--- src/rtl/b1_scfifo_ctrl.sv ---
// Single-clock FIFO with inferred dual-port storage, occupancy FSM,
// programmable almost-full/almost-empty thresholds and overflow/underflow pulses.
module b1_scfifo_ctrl #(
  parameter int unsigned DWIDTH       = 8,
  parameter int unsigned AWIDTH       = 8,
  parameter int unsigned ALMOST_FULL  = (2**AWIDTH) - 2,
  parameter int unsigned ALMOST_EMPTY = 2
) (
  input  logic              clk_i,
  input  logic              srst_i,
  input  logic [DWIDTH-1:0] data_i,
  input  logic              wrreq_i,
  input  logic              rdreq_i,
  output logic [DWIDTH-1:0] q_o,
  output logic [AWIDTH:0]   usedw_o,
  output logic              empty_o,
  output logic              full_o,
  output logic              almost_full_o,
  output logic              almost_empty_o,
  output logic              overflow_o,
  output logic              underflow_o
);

  localparam int unsigned DEPTH = 2**AWIDTH;
  localparam int unsigned UW    = AWIDTH + 1;

  typedef enum logic [1:0] {ZERO_ST, NORM_ST, FULL_ST} state_t;

  state_t              r_state;
  state_t              w_state_nxt;
  logic [DWIDTH-1:0]   r_mem [DEPTH];
  logic [AWIDTH-1:0]   r_wr_ptr;
  logic [AWIDTH-1:0]   r_rd_ptr;
  logic [DWIDTH-1:0]   r_q;
  logic [UW-1:0]       r_usedw;
  logic                r_empty;
  logic                r_full;
  logic                r_almost_full;
  logic                r_almost_empty;
  logic                r_overflow;
  logic                r_underflow;
  logic                w_wr_acc;
  logic                w_rd_acc;
  logic [UW-1:0]       w_usedw_nxt;

  // Acceptance depends only on the registered occupancy state
  assign w_wr_acc    = wrreq_i & (r_state != FULL_ST);
  assign w_rd_acc    = rdreq_i & (r_state != ZERO_ST);
  assign w_usedw_nxt = r_usedw + UW'(w_wr_acc) - UW'(w_rd_acc);

  always_comb begin
    w_state_nxt = r_state;
    case (r_state)
      ZERO_ST: if (w_wr_acc) w_state_nxt = NORM_ST;
      NORM_ST: begin
        if ((r_usedw == UW'(1)) && w_rd_acc && !w_wr_acc)
          w_state_nxt = ZERO_ST;
        else if ((r_usedw == UW'(DEPTH - 1)) && w_wr_acc && !w_rd_acc)
          w_state_nxt = FULL_ST;
      end
      FULL_ST: if (w_rd_acc) w_state_nxt = NORM_ST;
      default: w_state_nxt = ZERO_ST;
    endcase
  end

  // Storage is not reset; a reset cycle must not write it
  always_ff @(posedge clk_i) begin
    if (w_wr_acc && !srst_i) r_mem[r_wr_ptr] <= data_i;
  end

  always_ff @(posedge clk_i) begin
    if (srst_i) begin
      r_state        <= ZERO_ST;
      r_wr_ptr       <= '0;
      r_rd_ptr       <= '0;
      r_q            <= '0;
      r_usedw        <= '0;
      r_empty        <= 1'b1;
      r_full         <= 1'b0;
      r_almost_full  <= 1'b0;
      r_almost_empty <= 1'b1;
      r_overflow     <= 1'b0;
      r_underflow    <= 1'b0;
    end else begin
      r_state <= w_state_nxt;
      if (w_wr_acc) r_wr_ptr <= r_wr_ptr + AWIDTH'(1);
      if (w_rd_acc) begin
        r_rd_ptr <= r_rd_ptr + AWIDTH'(1);
        r_q      <= r_mem[r_rd_ptr];
      end
      // Flags come from the next count so they track usedw_o exactly
      r_usedw        <= w_usedw_nxt;
      r_empty        <= (w_usedw_nxt == '0);
      r_full         <= (w_usedw_nxt == UW'(DEPTH));
      r_almost_full  <= (w_usedw_nxt >= UW'(ALMOST_FULL));
      r_almost_empty <= (w_usedw_nxt <  UW'(ALMOST_EMPTY));
      r_overflow     <= wrreq_i & (r_state == FULL_ST);
      r_underflow    <= rdreq_i & (r_state == ZERO_ST);
    end
  end

  assign q_o            = r_q;
  assign usedw_o        = r_usedw;
  assign empty_o        = r_empty;
  assign full_o         = r_full;
  assign almost_full_o  = r_almost_full;
  assign almost_empty_o = r_almost_empty;
  assign overflow_o     = r_overflow;
  assign underflow_o    = r_underflow;

endmodule

--- config.mk ---
export PLATFORM = sky130hd
export DESIGN_NAME = b1_scfifo_ctrl
export DESIGN_NICKNAME = d
export VERILOG_FILES = /design/src/rtl/b1_scfifo_ctrl.sv
export SDC_FILE = /design/constraint.sdc
export NUM_CORES = 2
export LEC_CHECK = 0
export CELL_PAD_IN_SITES_DETAIL_PLACEMENT = 1
export CELL_PAD_IN_SITES_GLOBAL_PLACEMENT = 1
export CORE_MARGIN = 1.5
export CORE_UTILIZATION = 56
export CTS_CLUSTER_SIZE = 25
export DETAILED_ROUTE_END_ITERATION = 12
export PLACE_DENSITY = 0.82
export RECOVER_POWER = 50
export SYNTH_ARGS = -nofsm -noshare
export SYNTH_HDL_FRONTEND = slang
export SYNTH_SLANG_ARGS = --single-unit
--- constraint.sdc ---
create_clock -name clk_i -period 4.4 [get_ports clk_i]
set_input_delay 1.32 -clock clk_i [delete_from_list [all_inputs] [get_ports clk_i]]
set_output_delay 1.32 -clock clk_i [all_outputs]
set_load 0.01 [all_outputs]
==> results.toml <==
[setup_path]
worstSetupPathType = "in -> reg"
cp_cell_sequence = "clkbuf_2 > clkbuf_4"
crit_slowest_cell = "clkbuf_2"
cp.depth = 2
setup.worst_path.end_class = "register"
rr_endpoint = "q_o[4]$_SDFFE_PP0P_"
reg2reg_depth = 9
startpoint_type = "primary input"
cp.arrival_ns = 4.91
cp_top_family = "buffers and inverters"
critPathLaunch = "data_i[7]"
cp.buffers_inverters = 2
crit_fanout = 135
critPathMaxStageDelay_ns = 2.19
crit_end = "r_mem[235][7]$_DFFE_PP_"
rrSetupSlack_ns = 0.04
r2r-start = "r_rd_ptr[0]$_SDFFE_PP0P_"
critical_path_required_ns = 4.95

[cells_and_area]
final_nets = 4411
syn_to_final_growth_pct = 13.90
final_area_sq_um = 93130
finalCoreUtilization_pct = 64.13
drive_gt1_share_pct = 26.76
n_fill_cell = 11740

[pwr]
p_comb_share_pct = 5.6
p_sw_mw = 9.361
leakage_nw = 29.37
irDropWorstVdd_mv = 0.4564
clock_power_share_pct = 41.8
power_density_nw_per_um2 = 448.7
total_power_mw = 41.79
pwr-share-seq_pct = 52.6
netSwitchingFraction_pct = 22.40
p_int_mw = 32.42

[die]
core_sq_um = 145200
die-area_sq_um = 148300
fp.dieW_microns = 385.1
die_h_microns = 385.1
initial_core_util_pct = 56.31
num_rows = 140
io_pins = 35

[timing]
period_needed_ns = 4.357
slew_viol_final = 1014
max_freq_mhz = 229.5
rsz0062_at_grt = "false"
worst_pin_slew_ns = 3.919
period_share_pct = 99.03
setup_viol = 0
hold_violations = 0
skew_ns = 0.04339
fin_setup_tns_ns = 0
worst_hold_slack_ns = 0.6249
slew_headroom_pct = -161.3

[drt]
via_count = 46580
vias_per_cell = 7.194
wl_per_cell_microns = 40.34
drtIter0Drc = 7806
drc = 0
drtAntennaViolNets = 0
wl_mm = 261.2
drtPass1Iterations = 7

[clock_network]
worstSkewPairLatency_ns = 0.88
cts_hold_buf = 0
postCtsSetupBuffers = 0
numCtsBuffers = 200
cts_sinks = 2089
path_clk_slew_ns = 0.07
cts_tree = "done"
cts_root_buf = "clkbuf_16"
clock_path_buffers = 3
htreeDepth = 4

[synthesis]
yosysSeqAreaShare_pct = 76.22
synth-simple-area-share_pct = 3.010
syn_inst = 3954
synth_xor_area_share_pct = 0.2035
ys_warn_count = 0
synth.area.mux_share_pct = 15.47
synth_top_area_share_pct = 75.21
synthArstFlopShare_pct = 0
yosysMostFrequentCell = "edfxtp_1"
synth-compound-area-share_pct = 2.976
yosys.area_share.adder_pct = 0.3152
syn_nets = 3986
synth_cell_types = 77
synth_ff_type = "edfxtp_1"
synth.avg_cell_area_sq_um = 20.68
ys_top_cells_by_count = "edfxtp_1, mux4_2, nor2_1"
synth_top_family_by_area = "multiplexers"
yosys.area.top_type = "edfxtp_1"
ys_ff_latch = 2089
synth_area_sq_um = 81760
synth-edff-count = 2048
synth_area_leaders = "edfxtp_1, mux4_2, mux2i_1"

[placement]
place_hpwl_mm = 151.2
io_buffers = 34
gp_congestion = 0.9239
dpl_cell_area_sq_um = 86810

[hold_path]
min_from = "r_wr_ptr[1]$_SDFFE_PP0P_"
hold_class = "reg -> reg"

[outcome]
violations = "max-capacitance violations, max-slew violations"
outcome = "complete, but fails checks"

[global_route]
grt_pass1_vias = 47590
antenna_found_initial = 11
grt_max_degree = 136
gr-usage-all-layers_pct = 35.74
grt_pass1_wl_mm = 367.9
grt-ovfl-total = 0

[flow_run]
drv_cap = 13
-- metal layers --
layer  up-vias  routed length (microns)  GRT usage, %
met2      4250                   123100         55.66
met3      1015                    31540         8.946
met4        18                    17990         20.22
li1      17230                        -             -
met5         -                      115             0
met1     24070                    88490         46.43
-- state kept, by name (all words and copies together), names as in the netlist, 2 cells and up --
register	flops
r_state	2
r_rd_ptr	8
r_mem	2048
r_wr_ptr	8
q_o	8
usedw_o	9
-- final cells by class --
class / instances / area (sq um) / area share [%]
Antenna cell: 7 / 17.52 / 0.01881
Clock inverter: 124 / 1222 / 1.313
Tap cell: 1917 / 2399 / 2.575
Multi-Input combinational cell: 1613 / 18060 / 19.39
Sequential cell: 2089 / 62340 / 66.94
Clock buffer: 250 / 5266 / 5.655
Inverter: 22 / 90.09 / 0.09673
Timing Repair Buffer: 453 / 3741 / 4.017
-- metrics by stage --
stage	instances	setup slack, ns
after detailed placement	6094	0.02842
after floorplan	3954	0.7549
after global routing	6468	0.05501
after global placement	6094	0.1236
after CTS	6468	0.1053
final	6475	0.04255
-- power groups by stage --
| stage | clock network [mW] | registers [mW] | logic (mW) |
|---|---|---|---|
| finish | 17.5 | 22.0 | 2.33 |
| CTS | 17.5 | 22.0 | 2.30 |
| floorplan | 0 | 22.4 | 1.28 |
| global route | 18.0 | 22.0 | 2.41 |
| global placement | 0 | 22.4 | 2.10 |
| detailed placement | 0 | 22.4 | 2.21 |
-- cells by family after synthesis --
family | Yosys count
multiplexers | 658
adder cells (fa/ha/maj) | 20
flip-flops | 2089
XOR/XNOR | 19
AO/OA/AOI/OAI | 341
AND/OR/NAND/NOR | 575
buffers and inverters | 252
-- cells in the final DEF, fill, tap and decap left out, types with 35 or more instances in the layout --
cell,Yosys,routed
a21oi_1,66,66
a22oi_1,39,39
buf_4,34,373
clkbuf_1,85,56
clkbuf_16,0,203
clkinv_1,0,40
clkinv_2,0,45
dfxtp_1,41,35
edfxtp_1,2048,2048
mux2i_1,170,170
mux4_2,468,468
nand2_1,102,102
nand3_1,46,35
nor2_1,328,326
-- worst min-delay path by stage --
stage	end	slack, ns	depth (start not counted)
2_1_floorplan	r_wr_ptr[1]$_SDFFE_PP0P_	0.49	2
3_3_place_gp	overflow_o$_SDFF_PP0_	0.52	2
3_5_place_dp	overflow_o$_SDFF_PP0_	0.56	2
4_1_cts	overflow_o$_SDFF_PP0_	0.61	2
5_1_grt	r_wr_ptr[1]$_SDFFE_PP0P_	0.63	2
6_report	r_wr_ptr[1]$_SDFFE_PP0P_	0.62	2
-- what timing repair did --
action / CTS / global route
setup endpoints to repair: 1 / 1
gates resized for setup: 1 / 1
pin swaps: 0 / 0
Power figures use the tool's default switching activity.
